<file path="config.mk">
export PLATFORM = sky130hd
export DESIGN_NAME = dac_cmd_arbiter
export DESIGN_NICKNAME = d
export VERILOG_FILES = /design/src/rtl/dac_cmd_pkg.sv /design/src/rtl/dac_cmd_arbiter_rr.sv /design/src/rtl/dac_cmd_arbiter.sv
export SDC_FILE = /design/constraint.sdc
export NUM_CORES = 1
export LEC_CHECK = 0
export CAP_MARGIN = 20
export CORE_AREA = 2 2 105 107
export CTS_CLUSTER_DIAMETER = 100
export DETAILED_ROUTE_END_ITERATION = 10
export DIE_AREA = 0 0 107 109
export GPL_ROUTABILITY_DRIVEN = 0
export HOLD_SLACK_MARGIN = 0.08
export SLEW_MARGIN = 30
export SYNTH_ARGS = -nofsm -noshare
export SYNTH_HDL_FRONTEND = slang
export SYNTH_SLANG_ARGS = --single-unit
</file>
<file path="constraint.sdc">
create_clock -name clk -period 4.3 [get_ports clk]
set_input_delay 0.645 -clock clk [delete_from_list [all_inputs] [get_ports clk]]
set_output_delay 0.645 -clock clk [all_outputs]
set_load 0.01 [all_outputs]
</file>
<file path="src/rtl/dac_cmd_pkg.sv">
// Shared types and defaults for the DAC command arbiter.
// DAC_CMD_ARBITER_INIT_EN adds the power-up INIT state and its default word.
package dac_cmd_pkg;

  typedef enum logic [2:0] {
    StIdle,
    StLoad,
    StWaitStart,
    StWaitDone,
    StGapWait
`ifdef DAC_CMD_ARBITER_INIT_EN
    , StInit
`endif
  } dac_state_e;

  typedef struct packed {
    logic [3:0]  comm;
    logic [3:0]  addr;
    logic [15:0] data;
  } dac_cmd_t;

  localparam logic [15:0] DefStartTo = 16'd200;
  localparam logic [15:0] DefDoneTo  = 16'd4000;
  localparam logic [7:0]  DefGap     = 8'd64;

`ifdef DAC_CMD_ARBITER_INIT_EN
  localparam logic [23:0] DefInitWord = 24'h7_0_0000;
`endif

endpackage

</file>
<file path="src/rtl/dac_cmd_arbiter_rr.sv">
// Round-robin picker: searches upward from the last granted index, pointer moves on update.
module rr_arbiter #(
  parameter int unsigned NREQ = 3
) (
  input  logic            clk,
  input  logic            rst,
  input  logic [NREQ-1:0] req,
  input  logic            update,
  output logic [NREQ-1:0] grant,
  output logic [2:0]      grant_idx
);

  localparam logic [NREQ-1:0] OneHot0 = {{(NREQ-1){1'b0}}, 1'b1};

  logic [2:0]      ptr_q;
  logic            found;
  int unsigned     idx;
  logic [NREQ-1:0] shifted;

  always_comb begin
    grant     = '0;
    grant_idx = '0;
    found     = 1'b0;
    idx       = 0;
    shifted   = '0;
    for (int unsigned k = 0; k < NREQ; k++) begin
      idx = ptr_q + k + 1;
      if (idx >= NREQ) idx = idx - NREQ;
      shifted = req >> idx;
      if (!found && shifted[0]) begin
        found     = 1'b1;
        grant     = OneHot0 << idx;
        grant_idx = 3'(idx);
      end
    end
  end

  // Pointer starts at the last index so requester 0 wins first.
  always_ff @(posedge clk or posedge rst) begin
    if (rst) begin
      ptr_q <= 3'(NREQ - 1);
    end else if (update) begin
      ptr_q <= grant_idx;
    end
  end

endmodule

</file>
<file path="src/rtl/dac_cmd_arbiter.sv">
// Shares one DAC SPI serializer between NREQ requesters with watchdogs on both phases.
// Optional power-up transfer of INIT_WORD when DAC_CMD_ARBITER_INIT_EN is defined.
module dac_cmd_arbiter
  import dac_cmd_pkg::*;
#(
  parameter int unsigned     NREQ     = 3,
  parameter int unsigned     TO_W     = 16,
  parameter logic [TO_W-1:0] START_TO = TO_W'(DefStartTo),
  parameter logic [TO_W-1:0] DONE_TO  = TO_W'(DefDoneTo),
  parameter logic [7:0]      GAP      = DefGap
`ifdef DAC_CMD_ARBITER_INIT_EN
  , parameter logic [23:0]   INIT_WORD = DefInitWord
`endif
) (
  input  logic               clk,
  input  logic               rst,
  input  logic [NREQ-1:0]    req,
  input  logic [4*NREQ-1:0]  req_comm,
  input  logic [4*NREQ-1:0]  req_addr,
  input  logic [16*NREQ-1:0] req_data,
  output logic [NREQ-1:0]    ack,
  output logic               err,
  output logic               busy,
  output logic [2:0]         grant_idx,
  output logic [3:0]         dac_comm,
  output logic [3:0]         dac_addr,
  output logic [15:0]        dac_data,
  output logic               dac_start,
  input  logic               dac_active
);

  localparam logic [NREQ-1:0] OneHot0 = {{(NREQ-1){1'b0}}, 1'b1};

  dac_state_e      state_q, state_d;
  logic [TO_W-1:0] cnt_q, cnt_d;
  logic            timeout_q, timeout_d;
  dac_cmd_t        word_q, word_d, sel_word;
  logic [2:0]      grant_q, grant_d;
  logic            start_q, start_d;
  logic [NREQ-1:0] ack_q, ack_d;
  logic            err_q, err_d;
  logic            arb_update;
  logic [NREQ-1:0] arb_grant;
  logic [2:0]      arb_idx;
  logic            init_xfer;

`ifdef DAC_CMD_ARBITER_INIT_EN
  localparam dac_state_e RstState = StInit;
  logic init_q, init_d;
  assign init_xfer = init_q;

  always_ff @(posedge clk or posedge rst) begin
    if (rst) init_q <= 1'b1;
    else     init_q <= init_d;
  end
`else
  localparam dac_state_e RstState = StIdle;
  assign init_xfer = 1'b0;
`endif

  rr_arbiter #(
    .NREQ(NREQ)
  ) u_arb (
    .clk      (clk),
    .rst      (rst),
    .req      (req),
    .update   (arb_update),
    .grant    (arb_grant),
    .grant_idx(arb_idx)
  );

  always_comb begin
    sel_word = '0;
    for (int i = 0; i < NREQ; i++) begin
      if (arb_grant[i]) begin
        sel_word.comm = req_comm[4*i +: 4];
        sel_word.addr = req_addr[4*i +: 4];
        sel_word.data = req_data[16*i +: 16];
      end
    end
  end

  always_comb begin
    state_d    = state_q;
    cnt_d      = cnt_q;
    timeout_d  = timeout_q;
    word_d     = word_q;
    grant_d    = grant_q;
    start_d    = 1'b0;
    ack_d      = '0;
    err_d      = 1'b0;
    arb_update = 1'b0;
`ifdef DAC_CMD_ARBITER_INIT_EN
    init_d     = init_q;
`endif
    unique case (state_q)
`ifdef DAC_CMD_ARBITER_INIT_EN
      StInit: begin
        if (!dac_active) begin
          word_d  = dac_cmd_t'(INIT_WORD);
          state_d = StLoad;
        end
      end
`endif
      // Stale serializer activity blocks new grants until it clears.
      StIdle: begin
        if ((|req) && !dac_active) begin
          arb_update = 1'b1;
          grant_d    = arb_idx;
          word_d     = sel_word;
          state_d    = StLoad;
        end
      end
      StLoad: begin
        start_d = 1'b1;
        cnt_d   = '0;
        state_d = StWaitStart;
      end
      StWaitStart: begin
        if (dac_active) begin
          cnt_d   = '0;
          state_d = StWaitDone;
        end else if (cnt_q >= START_TO) begin
          timeout_d = 1'b1;
          cnt_d     = '0;
          state_d   = StGapWait;
        end else begin
          cnt_d = cnt_q + 1'b1;
        end
      end
      StWaitDone: begin
        if (!dac_active) begin
          cnt_d   = '0;
          state_d = StGapWait;
        end else if (cnt_q >= DONE_TO) begin
          timeout_d = 1'b1;
          cnt_d     = '0;
          state_d   = StGapWait;
        end else begin
          cnt_d = cnt_q + 1'b1;
        end
      end
      StGapWait: begin
        if (cnt_q >= TO_W'(GAP)) begin
          timeout_d = 1'b0;
          state_d   = StIdle;
`ifdef DAC_CMD_ARBITER_INIT_EN
          init_d    = 1'b0;
`endif
        end else begin
          cnt_d = cnt_q + 1'b1;
        end
      end
      default: state_d = StIdle;
    endcase

    // Acknowledge lands in the first GAP_WAIT cycle.
    if (state_d == StGapWait && state_q != StGapWait) begin
      err_d = timeout_d;
      if (!init_xfer) ack_d = OneHot0 << grant_q;
    end
  end

  always_ff @(posedge clk or posedge rst) begin
    if (rst) begin
      state_q   <= RstState;
      cnt_q     <= '0;
      timeout_q <= 1'b0;
      word_q    <= '0;
      grant_q   <= '0;
      start_q   <= 1'b0;
      ack_q     <= '0;
      err_q     <= 1'b0;
    end else begin
      state_q   <= state_d;
      cnt_q     <= cnt_d;
      timeout_q <= timeout_d;
      word_q    <= word_d;
      grant_q   <= grant_d;
      start_q   <= start_d;
      ack_q     <= ack_d;
      err_q     <= err_d;
    end
  end

  assign ack       = ack_q;
  assign err       = err_q;
  assign busy      = (state_q != StIdle);
  assign grant_idx = grant_q;
  assign dac_comm  = word_q.comm;
  assign dac_addr  = word_q.addr;
  assign dac_data  = word_q.data;
  assign dac_start = start_q;

endmodule
</file>
After elaboration in Yosys (flattened, before gate mapping)
Cells that the tools add are included.
{ "word_totals": {"regBits": 55, "in_bits": 78, "out_inout_bits": 33, "wordCells": 90} }
{ "op_classes": {"addsub": 8, "magnitude_cmp": 6, "n_eq_ne": 7, "n_shift": 7, "n_mux": 38, "reduce_logical": 13} }
{ "ops": {"columns": ["operator", "count"], "rows": [
  ["$ge A32 B2 Y1 const B", 3],
  ["$mux W32", 3],
  ["$shl A1 B32 Y3 const A", 3],
  ["$shr A3 B32 Y1", 3],
  ["$sub A32 B2 Y32 const B", 3],
  ["$mux W16", 5],
  ["$mux W24", 3],
  ["$add A32 B1 Y32 const B", 2],
  ["$pmux W16 S4", 1],
  ["$mux W3", 13],
  ["$add A16 B1 Y16 const B", 1],
  ["$ge A16 B12 Y1 const B", 1],
  ["$ge A16 B7 Y1 const B", 1],
  ["$ge A16 B8 Y1 const B", 1],
  ["$pmux W3 S5", 1],
  ["$mux W1", 11],
  ["$eq A3 B2 Y1 const B", 2],
  ["$eq A3 B3 Y1 const B", 2],
  ["$add A3 B1 Y4 const B", 1],
  ["$add A3 B2 Y4 const B", 1],
  ["$logic_and A1 B1 Y1", 4],
  ["$reduce_and A2 Y1", 2],
  ["$reduce_bool A4 Y1", 1],
  ["$eq A3 B1 Y1 const B", 1],
  ["8 further kinds", 10]
]} }

Depth between registers and ports, before layout
{ "depth": {"ltp_word": 14, "mapped_depth": 17} }

By module
A second synthesis with hierarchy kept.
{ "hier_totals": {"hier_cells": 433, "hier_area_um2": 3671.0} }
{ "by_module_without_submodules": {"columns": ["mod", "instances", "cells_each", "area_each_um2", "seq_area_each_um2"], "rows": [
  ["dac_cmd_arbiter", 1, 316, 2832.7, 1301.2],
  ["rr_arbiter", 1, 117, 838.3, 76.3]
]} }

Worst setup path after synthesis
Ideal clock, no wire load.
{ "synth_timing": {"kind": "register -> register", "from": "register, netlist name grant_idx[0]", "to": "register word_q, in the netlist dac_comm[1]", "setup_time_ns": 0.129, "t_arrival_ns": 3.262, "required_time_ns": 4.171, "path_slack_ns": 0.910, "stages_incl_launch_ff": 17, "n_path_buf": 3, "path_cell_list": "dfrtp_1 buf_2 clkinv_1 ha_1 and2_1 nand3_1 ha_1 a21boi_0 a41o_1 mux2_2 a221oi_4 nand4b_2 o221a_4 nor2b_4 buf_6 buf_6 a31oi_1"} }
{ "synth_lines": {"columns": ["item", "line", "source"], "rows": [
  ["end signal, assigned", "dac_cmd_arbiter.sv:178", "word_q <= word_d;"],
  ["end, declared", "dac_cmd_arbiter.sv:37", "dac_cmd_t word_q, word_d, sel_word;"]
]} }

Final worst setup path
{ "layout_timing": {"from": "register u_arb.ptr_q[1]", "to": "register word_q, in the netlist dac_data[13]"} }
{ "layout_via": {"elab_chain_len": 14, "word_cells_on_any_way": 31} }
{ "layout_rtl": {"columns": ["item", "line", "source"], "rows": [
  ["start, declared", "dac_cmd_arbiter_rr.sv:15", "logic [2:0] ptr_q;"],
  ["start signal, assigned", "dac_cmd_arbiter_rr.sv:41", "ptr_q <= 3'(NREQ - 1);"],
  ["start signal, assigned", "dac_cmd_arbiter_rr.sv:43", "ptr_q <= grant_idx;"],
  ["branches (longest 10 deep; another with $add A32 B1 Y32)", null, null],
  ["$mux W3 *", "dac_cmd_arbiter_rr.sv:30", "if (!found && shifted[0]) begin"],
  ["$mux W24 (2 in series)", "dac_cmd_arbiter.sv:75", "if (arb_grant[i]) begin"],
  ["$mux W24 *", "dac_cmd_arbiter.sv:75", null]
]} }
Mark *: on every way between the ends.
A chain may end at the register's enable or synchronous reset.

==> reports/results.txt <==
Commonest non-fill, non-tap cell in the layout = clkdlybuf4s50_1
Syn_area_per_cell = 8.466 µm²
Total setup buffers inserted after CTS = 0
Status = finished, final reports clean
Worst r2r src = u_arb.ptr_q[1]
GRT overflow = 0
Post-route setup TNS = 0 ps
Core area = 0.01060 mm²
Critical Path RT = 4480 ps
Vias per cell = 5.386
M1 WL = 5030 µm
Routed WL = 10900 µm
Design area = 0.004920 mm²
Max_cap viols = 0
Post-Syn Area = 0.003623 mm²
Dominant synthesized flop cell = dfrtp_1
Ports = 111
Final Net Count = 613
Seq cells post-synth = 53
Clk_lat worst skew = 310 ps
Post-DP Area = 0.004800 mm²
FMAX = 263.6 MHz
Min-delay src = cnt_q[12]
H-Tree Depth = 2
Post-synth EDFFs = 0
Worst Tran Pin Value = 746.6 ps
Clock network power share = 10.6%
Port Buffers = 110
Slowest CP cell = dfstp_2
Top post-synthesis cells by area = dfrtp_1 (36%), o21ai_0 (6.4%), o31ai_1 (5.6%), a31oi_1 (5.0%), nand2_1 (5.0%)
Cell family with most CP delay = compound AO/OA/AOI/OAI gates
Sequential cell area fraction in the yosys report = 36.64%
Pint = 1.814 mW
Critical path type = flop to flop
WP buf/inv = 3
Final Skew = 18.32 ps
Critical Path AT = 3970 ps
Netlist cell types = 64
Slowest stage delay, CP = 580 ps
Clk sinks = 53
Min cycle time layout = 3794 ps
Synth warn = 0
Lkg Pwr = 1.931 nW
Final setup viols = 0
DRC violations left = 0
Area delta synth->final = 35.77%
Post-place setup slack = 532.1 ps
Switching Fraction = 46.58%
CTS Buf Count = 5
Initial drt markers = 234
CTS resizes = 0
Placed cell count = 655
Pin count of the biggest net entering global routing = 56
Syn_nets = 519
Diode count = 0
Startpoint type of the worst setup path = flop
Per-cell routed wire length = 16.44 µm
Hold_buf cts = 0
Total GRT Usage = 19.26%
CTS tree = built
Initial Util = 34.18%
Ys async rst share = 100.0%
Met3 wire len = 568 µm
Final hold vios = 0
Largest area contributor in the netlist = dfrtp_1
DR WL met2 = 5147 µm
Initial antenna violation count = 0
CP cell instances = inv_1 > ha_1 > buf_4 > a21boi_0 > ha_1 > a21boi_0 > a41o_1 > mux2_2 > a221oi_4 > nand4b_2 > o221a_4 > nor2b_4 > buf_4 > a31oi_1
Routed Antenna Nets = 0
Top routing layer used = met4
RSZ-0062 raised after global routing = false
Post-synthesis cell count = 428
Die Width = 107 µm
Maximum vdd ir drop = 0.0003289 V
Height of the die = 109 µm
Vias = 3571
Post-Layout Cell Count = 663
Dpl hpwl = 7760 µm
Crit path max fanout = 26
Longest Clk Path Bufs = 2
Post-route setup slack = 506.3 ps
Crit. Startpoint = u_arb.ptr_q[1]
PnR Total Power = 3.396 mW
Share of the synthesized area in the top cell type = 35.91%
Reg clk slew, reported paths = 100 ps
DRT Pass-1 Iters = 4
Hold Path Class = flop to flop
P per Cell Area = 690.3 mW/mm²
Slew margin rel. = 50.15%
Vias in the first global route = 3486
Share of the core filled with cells = 46.40%
Worst setup EP type = flop
Comb pwr share = 66.2%
Layout cells sized above 1 = 6.119%
First-pass GRT wire length = 18100 µm
Net Switching = 1.582 mW
Clock tree root buffer cell = clkbuf_8
Final worst-path cycle share = 88.23%
Seq pwr share = 23.2%
# rows = 38
DIE AREA = 0.01166 mm²
Final Max Tran Viols = 0
Most frequent cells in the layout = clkdlybuf4s50_1 (110), dfrtp_1 (52), nand2_1 (48)
Hold slack = 526.4 ps
-- power by group through the flow --
stage / clock [mW] / sequential, mW / combinational, mW
6_report: 0.360 / 0.789 / 2.25
3_5_place_dp: 0 / 0.797 / 2.24
5_1_grt: 0.390 / 0.811 / 2.50
2_1_floorplan: 0 / 0.830 / 1.47
4_1_cts: 0.371 / 0.788 / 2.24
3_3_place_gp: 0 / 0.791 / 2.22
-- logic make-up (layout without fill, tap and decap cells) --
family	count (synthesis)	after routing	synth area share, %
AND/OR/NAND/NOR	157	157	22.72
flip-flops	53	53	36.64
multiplexers	3	3	0.8633
buffers and inverters	46	141	6.215
XOR/XNOR	9	9	2.383
AO/OA/AOI/OAI	147	147	26.69
adder cells (fa/ha/maj)	13	13	4.489
-- cells in the mapped netlist, drive strengths merged (2+ instances only) --
master	n
a31oi	29
nor2	23
a41oi	3
nor3	7
nor4	5
o22ai	2
mux2i	2
or3	3
dfrtp	52
nor2b	7
clkbuf	17
a211oi	3
inv	12
xnor2	4
buf	16
nand3	10
a21boi	3
nand2b	28
nand2	48
nor3b	4
ha	13
xor2	5
nand4	3
o31ai	27
and2	4
and3	6
o21ai	48
a21oi	15
nand4b	2
-- cell type report --
class	count	area, µm²
clock buffer	5	68.82
clock inverter	3	47.55
fill	1004	5683
inverter	13	48.80
multi-input combinational	329	2076
sequential	53	1328
tap	140	175.2
timing repair buffer	120	1176
-- worst paths after layout --
check | slack (ps) | cells past startpoint | endpoint
min in group asynchronous | 770 | 2 | dac_comm[1]
worst max-delay path | 510 | 14 | dac_data[13]
worst min-delay path | 530 | 2 | cnt_q[12]
max in group asynchronous | 2700 | 3 | u_arb.ptr_q[1]
worst min register to register | 530 | 2 | cnt_q[12]
worst max register to register | 510 | 14 | dac_data[13]
-- worst reg2reg max path, delay by kind of cell (launching register included) --
family,cells,cell delay (ps)
AND/OR/NAND/NOR,2,350
buffers and inverters,3,590
adder cells (fa/ha/maj),2,460
flip-flops,1,580
AO/OA/AOI/OAI,6,1310
multiplexers,1,380
-- registers in the layout, summed over array words and instances (netlist names) --
name and cells:
dac_addr 4, dac_data 16, cnt_q 16, ack 3, dac_start 1, state_q 3, dac_comm 4, timeout_q 1
u_arb.ptr_q 1, err 1, grant_idx 3
-- per-layer routing --
layer  up-vias  track usage [%]
li1       1737                -
met1      1715            25.21
met2       107            33.85
met3        12            2.750
met4         0            4.360
met5         -                0
Note: power is estimated with default switching activity, not from simulation.
